$ cat src/rtl/gray_pkg.sv
// rtl/gray_pkg.sv - shared FSM state type and default timing constants for gray_tick_gen
package gray_pkg;

    typedef enum logic {
        RUN   = 1'b0,
        PAUSE = 1'b1
    } state_t;

    localparam int unsigned DEF_DIV        = 100_000_000;
    localparam int unsigned DEF_DEB_CYCLES = 1_000_000;

endpackage

$ cat src/rtl/btn_debounce.sv
// rtl/btn_debounce.sv - 2-flop synchronizer, counting debouncer and rising-edge press pulse
module btn_debounce
    import gray_pkg::*;
#(
    parameter int unsigned DEB_CYCLES = DEF_DEB_CYCLES
) (
    input  logic clk,
    input  logic rst,
    input  logic btn_in,
    output logic level,
    output logic press
);

    localparam int CW = $clog2(DEB_CYCLES + 1);
    localparam logic [CW-1:0] LAST = CW'(DEB_CYCLES - 1);

    logic          sync1;
    logic          sync2;
    logic [CW-1:0] cnt;

    // The level flips on the DEB_CYCLES-th consecutive differing sample; any agreement restarts the count.
    always_ff @(posedge clk or posedge rst) begin
        if (rst) begin
            sync1 <= 1'b0;
            sync2 <= 1'b0;
            level <= 1'b0;
            press <= 1'b0;
            cnt   <= '0;
        end else begin
            sync1 <= btn_in;
            sync2 <= sync1;
            press <= 1'b0;
            if (sync2 != level) begin
                if (cnt == LAST) begin
                    level <= sync2;
                    press <= sync2;
                    cnt   <= '0;
                end else begin
                    cnt <= cnt + CW'(1);
                end
            end else begin
                cnt <= '0;
            end
        end
    end

endmodule

$ cat src/rtl/gray_tick_gen.sv
// rtl/gray_tick_gen.sv - run/pause tick prescaler for a Gray counter; GRAY_TICK_STEP_EN adds single-step
module gray_tick_gen
    import gray_pkg::*;
#(
    parameter int unsigned DIV        = DEF_DIV,
    parameter int unsigned DEB_CYCLES = DEF_DEB_CYCLES
) (
    input  logic clk,
    input  logic rst,
    input  logic btn_run,
    input  logic btn_step,
    output logic clk_en,
    output logic running
);

    localparam int PW = $clog2(DIV);
    localparam logic [PW-1:0] LAST = PW'(DIV - 1);

    state_t        state;
    state_t        state_nx;
    logic [PW-1:0] pcnt;
    logic [PW-1:0] pcnt_nx;
    logic          en_nx;
    logic          run_press;
    logic          step_press;
    logic          unused_run_level;

    btn_debounce #(.DEB_CYCLES(DEB_CYCLES)) u_run_deb (
        .clk    (clk),
        .rst    (rst),
        .btn_in (btn_run),
        .level  (unused_run_level),
        .press  (run_press)
    );

`ifdef GRAY_TICK_STEP_EN
    logic unused_step_level;

    btn_debounce #(.DEB_CYCLES(DEB_CYCLES)) u_step_deb (
        .clk    (clk),
        .rst    (rst),
        .btn_in (btn_step),
        .level  (unused_step_level),
        .press  (step_press)
    );
`else
    logic unused_step;
    assign unused_step = btn_step;
    assign step_press  = 1'b0;
`endif

    // clk_en is computed from next-state values so the registered pulse lands in the cycle pcnt == DIV-1.
    always_comb begin
        state_nx = state;
        pcnt_nx  = '0;
        en_nx    = 1'b0;
        if (run_press) begin
            state_nx = (state == RUN) ? PAUSE : RUN;
        end
        if (state == RUN && state_nx == RUN) begin
            pcnt_nx = (pcnt == LAST) ? '0 : pcnt + PW'(1);
            en_nx   = (pcnt_nx == LAST);
        end else if (state == PAUSE && state_nx == PAUSE) begin
            en_nx = step_press;
        end
    end

    always_ff @(posedge clk or posedge rst) begin
        if (rst) begin
            state  <= RUN;
            pcnt   <= '0;
            clk_en <= 1'b0;
        end else begin
            state  <= state_nx;
            pcnt   <= pcnt_nx;
            clk_en <= en_nx;
        end
    end

    assign running = (state == RUN);

endmodule
$ cat config.mk
export PLATFORM = sky130hd
export DESIGN_NAME = gray_tick_gen
export DESIGN_NICKNAME = d
export VERILOG_FILES = /design/src/rtl/gray_pkg.sv /design/src/rtl/btn_debounce.sv /design/src/rtl/gray_tick_gen.sv
export SDC_FILE = /design/constraint.sdc
export NUM_CORES = 1
export LEC_CHECK = 0
export BUFFER_PORTS_ARGS = -buffer_cell sky130_fd_sc_hd__buf_2
export CORE_MARGIN = 1
export CORE_UTILIZATION = 45
export CTS_CLUSTER_DIAMETER = 100
export DETAILED_ROUTE_END_ITERATION = 10
export PLACE_DENSITY_LB_ADDON = 0.1
export REMOVE_ABC_BUFFERS = 1
export SYNTH_ARGS = -nofsm -noshare
export SYNTH_HDL_FRONTEND = slang
export SYNTH_SLANG_ARGS = --single-unit
$ cat constraint.sdc
create_clock -name clk -period 1.8 [get_ports clk]
set_input_delay 0.18 -clock clk [delete_from_list [all_inputs] [get_ports clk]]
set_output_delay 0.18 -clock clk [all_outputs]
set_load 0.02 [all_outputs]
==> out/metrics.csv, run 1 <==
metric;value;unit
Synth top cells by count;dfrtp_1 (53), nor2_1 (46), nand3_1 (28);
CP Class;reg2reg;
end-of-flow core utilization;0.656;
WP data required;2.01;ns
slew at the pin closest to its max-slew limit;0.492;ns
Synth cell types;53;
Final Skew;0.00762;ns
endpoint class of the critical path;register;
post-DP HPWL;4610;um
CP Max Fanout;5;
Leakage;0.00175;uW
status;finished, violations left;
Async SR Flop Fraction;1.00;
Area Growth Syn to Fin;37.6;%
Final Instance Area;3980;um^2
Seq cells post-synth;53;
Synth Instances;293;
Ports;6;
die span in y;82.2;um
sequential fraction of the synthesis area;0.459;
area leader, netlist;dfrtp_1;
register area;1340;um^2
n_diodes;0;
GRT Total Usage;0.213;
Longest Clk Path Bufs;2;
root buffer cell;clkbuf_8;
initial antenna violation count;0;
Final Hold Fails;0;
DRT Pass-1 Iters;4;
max-slew violations;0;
synthesized area;2890;um^2
DP Area;3470;um^2
Die X;82.2;um
Final #Nets;385;
failing checks;setup timing;
vias in the first global route;2298;
first-pass GRT wire length;10600;um
core area;6060;um^2
Vias/cell;5.40;
Max-Cap Viols;0;
starting density of the core;0.477;
Min-Delay Path Class;reg2reg;
top cell type's share of synthesized area;0.459;
Filler Cell Count;498;
Site Rows;28;
largest net degree at the start of global routing;26;
GR Overflow Total;0;
DRC Markers;0;
Yosys Warn Count;0;
final setup margin;-0.163;ns
DRC marker count from the first detailed-route iteration;104;
clk_lat worst skew;0.31;ns
Multi-input gate area;1680;um^2
I/O Buffers;4;
CTS H-tree depth;2;
post-DR wirelength/cell;15.2;um
pwr dens;520;nW/um^2
CTS Sinks;53;
synth top area cells;dfrtp_1 (46%), xor2_1 (7.0%), nor2_1 (6.0%);
Worst Path Arrival;2.18;ns
clock slew at reported path FFs;0.10;ns
final WL;6890;um
Tmin final;1.96;ns
Max VDD drop;451;uV
Fmax achieved;0.509;GHz
Syn Area/Cell;9.87;um^2
number of synthesized flops with an enable pin;0;
most frequent cell after synthesis;dfrtp_1;
# setup viols final;1;
ys flop type;dfrtp_1;
vias post-DR;2448;
worst slack, placed;-0.256;ns
share of cells above drive strength 1;0.421;
Setup crit start kind;register;
fin crit share;1.09;
total CTS buffers;5;
DP Cell Count;431;
number of routed nets with antenna violations;0;
RSZ-0062 raised after global routing;true;
Non-Filler Instances;453;
GP Congestion;0.783;
final hold slack;0.357;ns
die area;6750;um^2
CTS tree;done;
slew margin rel.;0.672;
## cell type report
cell class | instances | share of cell area
Timing Repair Buffer | 87 | 0.183
Inverter | 8 | 0.00755
Multi-Input combinational cell | 223 | 0.422
Tap cell | 75 | 0.0236
Clock buffer | 5 | 0.0173
Sequential cell | 53 | 0.337
Clock inverter | 2 | 0.00975
## per-stage QoR
step	TNS [ns]	power, uW
global route	-1.83	2150
finish	-0.163	2070
floorplan	-2.14	1260
detailed placement	-1.20	1280
global placement	-1.15	1280
CTS	-0.0921	2090
## where the power goes
part	switching, uW	internal, uW	leakage [uW]
logic	37.1	19.7	0.000995
clock network	395	412	0.0000546
registers	6.16	1200	0.000704
total	438	1630	0.00175
## final timing paths
path | from | to | slack (ns) | depth (start not counted)
max | pcnt[8]$_DFF_PP0_ | clk_en$_DFF_PP0_ | -0.16 | 7
min | u_run_deb.sync1$_DFF_PP0_ | u_run_deb.sync2$_DFF_PP0_ | 0.36 | 0
max reg2reg | pcnt[8]$_DFF_PP0_ | clk_en$_DFF_PP0_ | -0.16 | 7
min reg2reg | u_run_deb.sync1$_DFF_PP0_ | u_run_deb.sync2$_DFF_PP0_ | 0.36 | 0
max in group asynchronous | rst | pcnt[9]$_DFF_PP0_ | 0.74 | 4
min in group asynchronous | rst | u_run_deb.sync2$_DFF_PP0_ | 0.44 | 3
## logic make-up after synthesis
| group | after synthesis | synth area share |
|---|---|---|
| xor+xnor | 39 | 0.118 |
| fa+ha+maj | 3 | 0.0130 |
| buf+inv | 17 | 0.0333 |
| compound gates | 25 | 0.0619 |
| mux | 1 | 0.00389 |
| simple gates | 155 | 0.311 |
| flops | 53 | 0.459 |
## registers in the layout, summed over array words and instances (netlist names)
signal and flops:
u_run_deb.level 1, pcnt 27, state 1, u_run_deb.sync1 1, u_run_deb.press 1, u_run_deb.sync2 1
clk_en 1, u_run_deb.cnt 20
## worst max-delay path, cell delays in order, from the launching register on
cell and delay [ns]:
dfrtp_2 0.43, buf_4 0.13, and3_4 0.22, and2_4 0.16, nand4_2 0.11, or4_4 0.43
a31o_1 0.21, nor4_2 0.20
## layout by cell type (no fill, tap or decap), types with 3 or more instances in the layout
| cell | count |
|---|---|
| or2_2 | 3 |
| nand2_1 | 13 |
| dfrtp_2 | 10 |
| nor2_4 | 6 |
| nor3_1 | 4 |
| and4_1 | 3 |
| clkbuf_8 | 5 |
| nand4b_1 | 3 |
| nor2_2 | 8 |
| nand3_1 | 27 |
| nand4_1 | 9 |
| buf_4 | 72 |
| nand2b_1 | 3 |
| nand3b_1 | 3 |
| inv_1 | 7 |
| o21ai_0 | 4 |
| buf_6 | 5 |
| xor2_1 | 23 |
| and3_1 | 4 |
| a31oi_1 | 3 |
| buf_2 | 4 |
| dfrtp_1 | 43 |
| nor3_2 | 3 |
| and4_4 | 3 |
| xnor2_1 | 16 |
| nor4_2 | 3 |
| nor2_1 | 33 |
## per-layer routing
layer | track usage | part of all wire | vias up
met5 | 0 | 0 | -
met4 | 0.0895 | 0.019 | 0
met3 | 0.0308 | 0.033 | 12
met2 | 0.356 | 0.50 | 42
met1 | 0.275 | 0.45 | 1190
li1 | - | - | 1204
## timing repair
action / 4_1_cts / 5_1_grt
buffers inserted: 1 / 10
pin swaps: 10 / 22
cloned: 0 / 3
setup endpoints to repair: 20 / 24
hold endpoints to repair: 24 / 0
gates resized for setup: 17 / 48
hold buffers: 2 / 0
Note: power is estimated with default switching activity, not from simulation.
==> inputs of run 2 (changes only) <==
--- a/config.mk
+++ b/config.mk
@@ -10,6 +10,7 @@
 export CORE_UTILIZATION = 45
 export CTS_CLUSTER_DIAMETER = 100
 export DETAILED_ROUTE_END_ITERATION = 10
+export GPL_TIMING_DRIVEN = 0
 export PLACE_DENSITY_LB_ADDON = 0.1
 export REMOVE_ABC_BUFFERS = 1
 export SYNTH_ARGS = -nofsm -noshare
==> out/metrics.csv, run 2 (synthesis results as in run 1) <==
metric;value;unit
GRT Total Usage;0.206;
Sw Pwr;469;uW
vias post-DR;2172;
CP Max Fanout;2;
DRT Pass-1 Iters;4;
final WL;6170;um
Setup crit start kind;register;
total CTS buffers;5;
Final #Nets;334;
Vias/cell;5.39;
commonest cells after routing, fill and taps aside;nor2_1 (45), dfrtp_1 (40), nand3_1 (26), buf_4 (26), xor2_1 (22);
Site Rows;28;
Ports;6;
Max stage delay on crit path;0.44;ns
status;finished, violations left;
DRC marker count from the first detailed-route iteration;113;
WP data required;2.02;ns
Reg power frac;0.571;
crit-path cells;ha_4, inv_1, nor4b_2, nand3_1, a2111oi_4, nand4_1, nor4_2;
GR Overflow Total;0;
# setup viols final;2;
largest net degree at the start of global routing;42;
DP Cell Count;365;
vias in the first global route;2113;
Multi-input gate area;1610;um^2
endpoint class of the critical path;register;
number of routed nets with antenna violations;0;
share of cells above drive strength 1;0.293;
Max-Cap Viols;0;
CTS tree;done;
CP Class;reg2reg;
failing checks;setup timing;
core area;6060;um^2
Filler Cell Count;538;
pwr dens;609;nW/um^2
Tmin final;1.94;ns
biggest regs;pcnt (27), u_run_deb.cnt (20);
GP Congestion;0.769;
Non-Filler Instances;403;
first-pass GRT wire length;10300;um
Min-Delay Path Class;in2async;
slew margin rel.;0.663;
Longest Clk Path Bufs;2;
post-DP HPWL;3790;um
CTS Sinks;53;
fin crit share;1.08;
Sw Ratio;0.222;
Final Skew;0.00627;ns
Fmax achieved;0.514;GHz
Die X;82.2;um
root buffer cell;clkbuf_8;
Max VDD drop;387;uV
post-DR wirelength/cell;15.3;um
clock share of power;0.404;
clk_lat worst skew;0.31;ns
Worst Path Buf+Inv;1;
combinational power share;0.025;
Slowest cell on crit path;dfrtp_1;
slew at the pin closest to its max-slew limit;0.504;ns
final setup margin;-0.145;ns
Leakage;0.00147;uW
internal power;1640;uW
die area;6750;um^2
max-slew violations;0;
clock slew at reported path FFs;0.10;ns
Final Hold Fails;0;
DRC Markers;0;
largest register by flop count;pcnt;
RSZ-0062 raised after global routing;true;
commonest non-fill, non-tap cell in the layout;nor2_1;
Area Growth Syn to Fin;19.7;%
I/O Buffers;4;
Worst Path Arrival;2.17;ns
initial antenna violation count;0;
worst slack, placed;-0.634;ns
register area;1340;um^2
cell family with most CP delay;simple AND/OR/NAND/NOR gates;
max reg flops;27;
die span in y;82.2;um
starting density of the core;0.477;
CTS H-tree depth;2;
n_diodes;0;
[run 2: changes by cell type in the layout (fill, tap and decap cells not counted), sizes merged]
| cell | previous run | this run |
|---|---|---|
| inv | 9 | 8 |
| clkinvlp | 0 | 1 |
| buf | 83 | 32 |
| nand2 | 16 | 18 |
| clkinv | 0 | 1 |
| clkbuf | 7 | 5 |
[run 2: area by class of cell]
cell class / count / share of cell area
timing repair buffer: 34 / 0.0770
clock buffer: 5 / 0.0199
clock inverter: 3 / 0.0145
sequential: 53 / 0.388
tap: 75 / 0.0271
inverter: 8 / 0.00976
multi-input combinational: 225 / 0.464
[run 2: metal layers]
layer | vias up | global-route usage | routed length [um]
li1 | 1106 | - | -
met1 | 1032 | 0.269 | 2950
met2 | 22 | 0.345 | 2990
met3 | 12 | 0.0396 | 126
met4 | 0 | 0.0649 | 108
met5 | - | 0 | 0
[run 2: worst paths after layout]
check / from / end / slack (ns) / cells past startpoint
setup / recovery: pcnt[0]$_DFF_PP0_ / clk_en$_DFF_PP0_ / -0.14 / 7
hold / removal: rst / u_run_deb.level$_DFFE_PP0P_ / 0.34 / 3
setup reg to reg: pcnt[0]$_DFF_PP0_ / clk_en$_DFF_PP0_ / -0.14 / 7
hold reg to reg: u_run_deb.sync1$_DFF_PP0_ / u_run_deb.sync2$_DFF_PP0_ / 0.36 / 0
max in group asynchronous: rst / pcnt[18]$_DFF_PP0_ / 0.93 / 4
min in group clk: u_run_deb.sync1$_DFF_PP0_ / u_run_deb.sync2$_DFF_PP0_ / 0.36 / 0
[run 2: metrics by stage]
step / TNS [ns] / total power [uW] / hold WS, ns / cell area (um^2) / util
6_report: -0.148 / 2110 / 0.344 / 3460 / 0.571
5_1_grt: -2.33 / 2200 / 0.368 / 3460 / 0.571
4_1_cts: -0.148 / 2140 / 0.336 / 3350 / 0.553
3_5_place_dp: -8.79 / 1280 / 0.138 / 2970 / 0.491
3_3_place_gp: -31.01 / 1270 / 0.289 / 2940 / 0.485
2_1_floorplan: -2.14 / 1260 / 0.211 / 2830 / -
[run 2: worst reg2reg max path, cell delays in order (launching register included)]
cell and delay (ns):
dfrtp_1 0.44, ha_4 0.28, inv_1 0.05, nor4b_2 0.20, nand3_1 0.15, a2111oi_4 0.29
nand4_1 0.18, nor4_2 0.27
[run 2: power groups by stage]
stage / Sequential, uW / Combinational (uW) / Clock, uW
after floorplan: 1230 / 30.7 / 0
after global placement: 1230 / 43.0 / 0
after detailed placement: 1230 / 49.7 / 0
after CTS: 1200 / 53.8 / 882
after global routing: 1210 / 64.1 / 931
final: 1200 / 53.6 / 851
[run 2: what timing repair did]
item | CTS | global route
endpoints found under the setup margin | 38 | 39
hold buffers | 2 | 0
gates resized for setup | 33 | 12
hold endpoints to repair | 13 | 0
setup buffers | 17 | 8
cloned | 2 | 1
pin swaps | 9 | 6
